**src/rtl/sha256_msg_sched_pkg.sv**
```systemverilog
`default_nettype none
// ============================================================================
// Module      : sha256_msg_sched_pkg
// Description : Shared constants and state encoding for the SHA-256
//               message-schedule expander.
// Revision    : 1.0 - initial release
// ============================================================================
package sha256_msg_sched_pkg;

    localparam int SHA256_BLOCK_WORDS = 16;
    localparam int SHA256_ROUNDS      = 64;

    typedef enum logic [1:0] {
        IDLE   = 2'd0,
        LOAD   = 2'd1,
        EXPAND = 2'd2
    } sha2_sched_state_e;

endpackage
`default_nettype wire

```
**src/rtl/sha256_sched_sigma.sv**
```systemverilog
`default_nettype none
// ============================================================================
// Module      : sha256_sched_sigma
// Description : Combinational SHA-256 small-sigma pair used by the message
//               schedule: sig0 on x0_i and sig1 on x1_i.
// Revision    : 1.0 - initial release
// ============================================================================
module sha256_sched_sigma (
    input  logic [31:0] x0_i,
    input  logic [31:0] x1_i,
    output logic [31:0] sig0_o,
    output logic [31:0] sig1_o
);

    // sig0 = ROTR7 ^ ROTR18 ^ SHR3
    assign sig0_o = {x0_i[6:0],  x0_i[31:7]}
                  ^ {x0_i[17:0], x0_i[31:18]}
                  ^ (x0_i >> 3);

    // sig1 = ROTR17 ^ ROTR19 ^ SHR10
    assign sig1_o = {x1_i[16:0], x1_i[31:17]}
                  ^ {x1_i[18:0], x1_i[31:19]}
                  ^ (x1_i >> 10);

endmodule
`default_nettype wire

```
**src/rtl/sha256_msg_sched.sv**
```systemverilog
`default_nettype none
// ============================================================================
// Module      : sha256_msg_sched
// Description : SHA-256 message-schedule expander. Takes W[0..15] of one
//               block on a valid/ready input, emits W[0..ROUNDS-1] in order
//               through a single-entry registered valid/ready output.
// Revision    : 1.0 - initial release
// ============================================================================
module sha256_msg_sched
    import sha256_msg_sched_pkg::*;
#(
    parameter  int ROUNDS = SHA256_ROUNDS,
    localparam int IDX_W  = $clog2(ROUNDS)
) (
    input  logic             clk_i,
    input  logic             rst_i,
    input  logic             start_i,
    input  logic             w_in_valid_i,
    output logic             w_in_ready_o,
    input  logic [31:0]      w_in_i,
    output logic             w_out_valid_o,
    input  logic             w_out_ready_i,
    output logic [31:0]      w_out_o,
    output logic [IDX_W-1:0] w_out_idx_o,
    output logic             w_out_last_o,
    output logic             busy_o
);

    localparam logic [IDX_W-1:0] c_last_idx = IDX_W'(ROUNDS - 1);
    localparam logic [IDX_W-1:0] c_load_end = IDX_W'(SHA256_BLOCK_WORDS - 1);
    localparam bit               c_has_exp  = (ROUNDS > SHA256_BLOCK_WORDS);

    sha2_sched_state_e state_q, state_d;
    logic [31:0]       window_q [SHA256_BLOCK_WORDS];
    logic [31:0]       window_d [SHA256_BLOCK_WORDS];
    logic [IDX_W-1:0]  t_q, t_d;
    logic              out_valid_q, out_valid_d;
    logic [31:0]       out_word_q, out_word_d;
    logic [IDX_W-1:0]  out_idx_q, out_idx_d;
    logic              out_last_q, out_last_d;

    logic              w_can_load;
    logic              w_last_pending;
    logic              w_in_ready;
    logic              w_push;
    logic [31:0]       w_push_word;
    logic [31:0]       w_sig0;
    logic [31:0]       w_sig1;
    logic [31:0]       w_new_word;

    // Window taps: window[0]=W[t-16], window[1]=W[t-15], window[9]=W[t-7],
    // window[14]=W[t-2].
    sha256_sched_sigma u_sigma (
        .x0_i   (window_q[1]),
        .x1_i   (window_q[14]),
        .sig0_o (w_sig0),
        .sig1_o (w_sig1)
    );

    assign w_new_word     = w_sig1 + window_q[9] + w_sig0 + window_q[0];
    assign w_can_load     = !out_valid_q || w_out_ready_i;
    // Final word is sitting in the output register: issue nothing more.
    assign w_last_pending = out_valid_q && out_last_q;

    // Next-state, window shift, counter and output-register load logic.
    always_comb begin
        state_d     = state_q;
        window_d    = window_q;
        t_d         = t_q;
        out_valid_d = out_valid_q;
        out_word_d  = out_word_q;
        out_idx_d   = out_idx_q;
        out_last_d  = out_last_q;
        w_in_ready  = 1'b0;
        w_push      = 1'b0;
        w_push_word = w_new_word;

        // Drain: downstream took the current word.
        if (out_valid_q && w_out_ready_i) begin
            out_valid_d = 1'b0;
            out_last_d  = 1'b0;
        end

        case (state_q)
            IDLE: begin
                if (start_i) begin
                    state_d = LOAD;
                    t_d     = '0;
                end
            end
            LOAD: begin
                if (w_last_pending) begin
                    if (w_out_ready_i) begin
                        state_d = IDLE;
                    end
                end else begin
                    w_in_ready = w_can_load;
                    if (w_in_valid_i && w_can_load) begin
                        w_push      = 1'b1;
                        w_push_word = w_in_i;
                        if (t_q == c_load_end && c_has_exp) begin
                            state_d = EXPAND;
                        end
                    end
                end
            end
            EXPAND: begin
                if (w_last_pending) begin
                    if (w_out_ready_i) begin
                        state_d = IDLE;
                    end
                end else if (w_can_load) begin
                    w_push      = 1'b1;
                    w_push_word = w_new_word;
                end
            end
            default: begin
                state_d = IDLE;
            end
        endcase

        if (w_push) begin
            for (int i = 0; i < SHA256_BLOCK_WORDS - 1; i++) begin
                window_d[i] = window_q[i+1];
            end
            window_d[SHA256_BLOCK_WORDS-1] = w_push_word;
            out_valid_d = 1'b1;
            out_word_d  = w_push_word;
            out_idx_d   = t_q;
            out_last_d  = (t_q == c_last_idx);
            t_d         = t_q + IDX_W'(1);
        end
    end

    // State, window, counter and output register flops.
    always_ff @(posedge clk_i) begin
        if (rst_i) begin
            state_q     <= IDLE;
            t_q         <= '0;
            out_valid_q <= 1'b0;
            out_word_q  <= '0;
            out_idx_q   <= '0;
            out_last_q  <= 1'b0;
            for (int i = 0; i < SHA256_BLOCK_WORDS; i++) begin
                window_q[i] <= '0;
            end
        end else begin
            state_q     <= state_d;
            t_q         <= t_d;
            out_valid_q <= out_valid_d;
            out_word_q  <= out_word_d;
            out_idx_q   <= out_idx_d;
            out_last_q  <= out_last_d;
            window_q    <= window_d;
        end
    end

    assign w_in_ready_o  = w_in_ready;
    assign w_out_valid_o = out_valid_q;
    assign w_out_o       = out_word_q;
    assign w_out_idx_o   = out_idx_q;
    assign w_out_last_o  = out_last_q;
    assign busy_o        = (state_q != IDLE);

endmodule
`default_nettype wire

```
**config.mk**
```make
export PLATFORM = sky130hd
export DESIGN_NAME = sha256_msg_sched
export DESIGN_NICKNAME = d
export VERILOG_FILES = /design/src/rtl/sha256_msg_sched_pkg.sv /design/src/rtl/sha256_sched_sigma.sv /design/src/rtl/sha256_msg_sched.sv
export SDC_FILE = /design/constraint.sdc
export NUM_CORES = 1
export LEC_CHECK = 0
export ABC_AREA = 1
export CAP_MARGIN = 10
export CORE_MARGIN = 8
export CORE_UTILIZATION = 66
export DETAILED_ROUTE_END_ITERATION = 8
export HOLD_SLACK_MARGIN = 0.12
export PLACE_DENSITY_LB_ADDON = 0.15
export SLEW_MARGIN = 5
export SYNTH_ARGS = -nofsm -noshare
export SYNTH_HDL_FRONTEND = slang
export SYNTH_SLANG_ARGS = --single-unit
export TNS_END_PERCENT = 30
```
**constraint.sdc**
```tcl
create_clock -name clk_i -period 9.5 [get_ports clk_i]
set_input_delay 1.425 -clock clk_i [delete_from_list [all_inputs] [get_ports clk_i]]
set_output_delay 1.425 -clock clk_i [all_outputs]
set_load 0.03 [all_outputs]
```
# Word level (Yosys, flattened, before mapping)

Index checks and enable logic that the tools add are counted.

Add/subtract/negate cells: 4
Eq/ne operators: 8
Muxes and demuxes: 23
Bitwise operators: 4
Reductions and logical operators: 12

Operators with widths:

| operator                                            | number |
|---|---|
| adder 32 bit                                        | 3 |
| 2-to-1 mux 32 bit                                   | 3 |
| bitwise XOR 32 bit                                  | 2 |
| bitwise XOR 32 x 22 -> 32 bit                       | 1 |
| bitwise XOR 32 x 29 -> 32 bit                       | 1 |
| 2-to-1 mux 6 bit                                    | 3 |
| 2-to-1 mux 2 bit                                    | 6 |
| 2-to-1 mux 1 bit                                    | 9 |
| nonzero test 2 bit                                  | 4 |
| adder 6 x 1 -> 6 bit, second input constant         | 1 |
| equality test 6 x 4 -> 1 bit, second input constant | 1 |
| equality test 6 bit, second input constant          | 1 |
| inequality test 3 bit, second input constant        | 2 |
| case mux 2 bit (3 select lines)                     | 1 |
| inequality test 2 bit, second input constant        | 2 |
| AND reduction 4 bit                                 | 1 |
| logical AND 1 bit                                   | 3 |
| equality test 2 x 1 -> 1 bit, second input constant | 1 |
| equality test 2 bit, second input constant          | 1 |
| zero test 2 bit                                     | 1 |
| case mux 1 bit (2 select lines)                     | 1 |
| AND reduction 2 bit                                 | 1 |
| zero test 1 bit                                     | 1 |
| logical OR 1 bit                                    | 1 |

Register bits after elaboration: 528
Bits of input ports: 37
Output and inout bits: 42
Word-level logic and storage cells: 72

# Depth between registers and ports, before layout

Depth after elaboration: 8
Mapped depth: 20

# Modules after synthesis

From an unflattened synthesis, not the netlist that was laid out.

Cell total of the unflattened synthesis: 3431
Area total of the unflattened synthesis: 24392.1 um^2

By module, submodules not included:

| module             | times used | cells an instance | area each (um^2) | seq. area each (um^2) |
|---|---|---|---|---|
| sha256_msg_sched   | 1          | 3049              | 22829.4          | 10570.1 |
| sha256_sched_sigma | 1          | 382               | 1562.7           | 0.0 |

# Worst setup path before layout

No wires, ideal clock.

Kind: flip-flop to flip-flop
From: reg window_q[50] (netlist bit)
To: reg out_word_q[17], in the netlist w_out_o[17]
Arrival time: 3333 ps
Data required time: 9430 ps
Setup slack: 6097 ps
Stages on the path, launching flop included: 20
Path buffers: 1
Path through: dfxtp_1 > clkbuf_1 > xnor2_1 > xor2_1 > fa_1 > fa_1 > inv_1 > ha_1 > inv_1 > fa_1 > inv_1 > nand3_1 > nand3_1 > nand2_1 > nand2_1 > nand3_1 > nand2_1 > xor2_1 > nand2_1 > a21oi_1

Longest elaborated chain between the ends: 8

Ends and longest elaborated chain:

| what                              | RTL line                 | text |
|---|---|---|
| start, declared                   | sha256_msg_sched.sv:34   | `logic [31:0] window_q [SHA256_BLOCK_WORDS];` |
| start signal, assigned            | sha256_msg_sched.sv:154  | `window_q <= window_d;` |
| bitwise XOR 32 bit                | sha256_sched_sigma.sv:22 | `^ {x1_i[18:0], x1_i[31:19]}` |
| bitwise XOR 32 x 22 -> 32 bit (*) | sha256_sched_sigma.sv:23 | `^ (x1_i >> 10);` |
| adder 32 bit (*) (3 in a row)     | sha256_msg_sched.sv:60   | `assign w_new_word = w_sig1 + window_q[9] + w_sig0 + window_q[0];` |
| 2-to-1 mux 32 bit                 | sha256_msg_sched.sv:98   | `if (w_in_valid_i && w_can_load) begin` |
| 2-to-1 mux 32 bit                 | sha256_msg_sched.sv:92   | `if (w_last_pending) begin` |
| 2-to-1 mux 32 bit (*)             | n/a                      |  |
| end signal, assigned              | sha256_msg_sched.sv:151  | `out_word_q <= out_word_d;` |
| end, declared                     | sha256_msg_sched.sv:38   | `logic [31:0] out_word_q, out_word_d;` |

Every way passes the cells marked *; elsewhere a longest branch is shown, timed or not.
A chain may end at the register's enable or synchronous reset.

# Worst setup path in the final report

From: in w_out_ready_i
To: reg window_q[332] (netlist bit)

Longest elaborated chain between the ends: 5
Elaborated cells between the ends (all ways): 7
Classes of those cells: 5 x mux; 2 x reduce/logical

Ends and longest elaborated chain:

| what                                | RTL line               | text |
|---|---|---|
| start, declared                     | sha256_msg_sched.sv:22 | `input logic w_out_ready_i,` |
| logical OR 1 bit (*)                | sha256_msg_sched.sv:61 | `assign w_can_load = !out_valid_q \|\| w_out_ready_i;` |
| logical AND 1 bit                   | sha256_msg_sched.sv:98 |  |
| 2-to-1 mux 1 bit                    | sha256_msg_sched.sv:98 |  |
| 2-to-1 mux 1 bit                    | sha256_msg_sched.sv:92 |  |
| case mux 1 bit (2 select lines) (*) | sha256_msg_sched.sv:84 | `case (state_q)` |

Marks and branches as above.

==> run metrics <==
status complete, no violations; Critical Path Source w_out_ready_i; final WL 59,240 um; Worst Path Required 10,020 ps; Post-CTS Resized 0; initial antenna violation count 0; Residual DRC 0; Horiz. Die Dim 205.3 um; CP Launch Type input port; final setup TNS 0 ps; Yosys warnings 0; # Post-CTS Setup Buffers 0; Iter 0 DRT Violations 1,720; area leader, netlist dfxtp_1; crit end category flop; achievable frequency 0.1993 GHz; Final Skew 25.44 ps; placed insts 3,445; die area 0.04215 mm2; fin nets 3,172; clock tree buffer depth 3; Area growth, synth to finish 8.602%; WP buf/inv 4; Clk pin slew, worst setup/hold paths 60 ps; Clock Sinks 528; final-report hold violation count 0; Layout Utilization 72.56%; P per Cell Area 429.3 mW/mm2; crit-path max FO 152; Tcrit/Tclk final 52.80%; Clock Latency Late Sink 610 ps; DPL Wire Length 40,760 um; Leak 10.44 nW; Placement Cell Area 0.02397 mm2; Layout Cells excl Fill 3,537; peak per-stage delay on the critical path 870 ps; peak supply drop 0.0005214 V; DIE HEIGHT 205.3 um; fin crit period 5016 ps; Hold-fix buffers, CTS 0; Slew HR 31.14%; hold crit path type flop to flop; antenna cells 0; clock root cell clkbuf_16; post-synthesis sequential area ratio 44.69%; launching point of the worst reg2reg path state_q[1]; Avg Cell Area, Syn 7.561 um2; share of layout cells above drive strength 1 3.349%; I/O pin total 79; via/cell ratio 5.476; Crit-path slowest cell buf_4; CTS Buf Count 51; core area 0.03540 mm2; Starting Density 66.82%; via count 19,370; flop-to-flop setup slack 5150 ps; register area 0.01057 mm2; final setup fails 0; data arrival time of the critical path 5530 ps; routed len/inst 16.75 um; mapped cell area 0.02365 mm2; Multi-input gate area 0.01101 mm2; gpl congestion 0.9734; H-tree Lvls 2; filler cell count 2,859; Synth Register Bits 528; total grt overflow 0; Mapped Nets 3,263; Crit path top cell by count buf_4; gr usage total 27.63%; largest net degree at the start of global routing 224; RSZ-0062 raised after global routing false; drt pass-1 iters 5; Final Slew Violations 0; WS Path Type input port to flop; TritonCTS clock tree yes; min-delay src t_q[4]; synthesized netlist cell count 3,128; Antenna Violating Nets Remaining 0; row cnt 69; ranking of synthesized cells by area dfxtp_1 45%, nor2_1 14%, o21ai_0 11%; cell family with most CP delay buffers and inverters; top cell type's share of synthesized area 44.69%; max_cap viols 0; CP Cell Sequence clkdlybuf4s50_1, nor2_4, nor2_4, nand2_2, buf_4, o21ai_2, nand2_8, buf_4, buf_4, o21ai_0, nor2_1; Worst Tran Pin Value 1033 ps; Port-buffer cells 78; design area 0.02568 mm2; vias in the first global route 17,610; first-pass GRT wire length 93,210 um; synth unique cells 36
## worst register-to-register path, stage by stage (launching register included)
cell	delay, ps
dfxtp_1	390
inv_1	100
ha_1	210
nand2_2	120
nor2_4	50
nand2_2	50
buf_4	470
o21ai_2	200
nand2_8	560
buf_4	780
buf_4	900
o21ai_0	290
nor2_1	150
## placed cells by master (no fill, tap or decap), types with 52 or more instances in the layout
master	count
nand2_1	265
xnor2_1	67
nor2_1	859
clkdlybuf4s50_1	78
clkbuf_16	52
fa_1	62
a21oi_1	166
dfxtp_1	528
o21ai_0	510
xor2_1	69
inv_1	243
## layout make-up
cell class	count	area share (%)
multi-input cells	2120	42.85
flip-flops and latches	528	41.15
clock buffers	78	5.953
inverters	247	3.668
repair buffers	89	3.410
well taps	461	2.246
clock inverters	14	0.7210
## where the power goes
part	leakage (nW)	internal [mW]	switching, mW
logic	5.30	1.92	3.58
clock network	0.846	1.19	0.840
registers	4.29	2.92	0.568
## Yosys cell counts
master     number
o21ai_2         1
nor2_1        859
o21ai_0       510
nor2_4          2
a221oi_2        1
nor3_1          6
buf_6           3
nand3_1        51
buf_1           2
and3_1          1
a31oi_1         2
nand2_2         4
a21oi_1       166
xnor2_1        67
a211oi_1        3
nand4_1         2
a21oi_2         1
buf_2         109
ha_1           36
xor2_1         69
o21bai_1        4
dfxtp_1       528
or3_1           1
inv_1         243
clkinv_1        2
a21o_1          2
nand2_1       265
nor3b_1         1
fa_1           62
buf_4          34
o211ai_1        1
inv_2           2
and2_1          1
clkbuf_1       85
o2111ai_1       1
or2_2           1
## metrics by stage
stage	hold slack, ps	setup slack, ps	total power, mW
final	467.8	4484	11.03
after global routing	492.8	4107	11.84
after CTS	470.0	4457	11.02
after detailed placement	461.3	3859	8.961
after global placement	450.6	3999	8.815
after floorplan	439.2	6097	7.393
## cell families after synthesis
kind of cell             after synthesis  share of synthesized area [%]
XOR/XNOR                             136                          5.036
AO/OA/AOI/OAI                        692                          14.85
flip-flops                           528                          44.69
adder cells (fa/ha/maj)               98                          7.153
AND/OR/NAND/NOR                     1194                          19.44
buffers and inverters                480                          8.830
## metal layers
metal	share of wire [%]	up-vias	global-route usage (%)
met2	47	436	45.64
met1	45	9213	36.73
met5	0	-	0
li1	-	9620	-
met4	3.3	0	10.72
met3	4.9	101	3.306
## final timing paths
| check | endpoint | cells past startpoint |
|---|---|---|
| worst max-delay path | window_q[332] | 11 |
| worst min register to register | t_q[4] | 2 |
| worst min-delay path | t_q[4] | 2 |
| worst max register to register | window_q[332] | 12 |
## state kept, by name, summed over array words and instances, names as in the netlist
name           count
w_out_idx_o        6
w_out_valid_o      1
window_q         480
w_out_last_o       1
w_out_o           32
t_q                6
state_q            2
(Power assumes the default switching activity.)
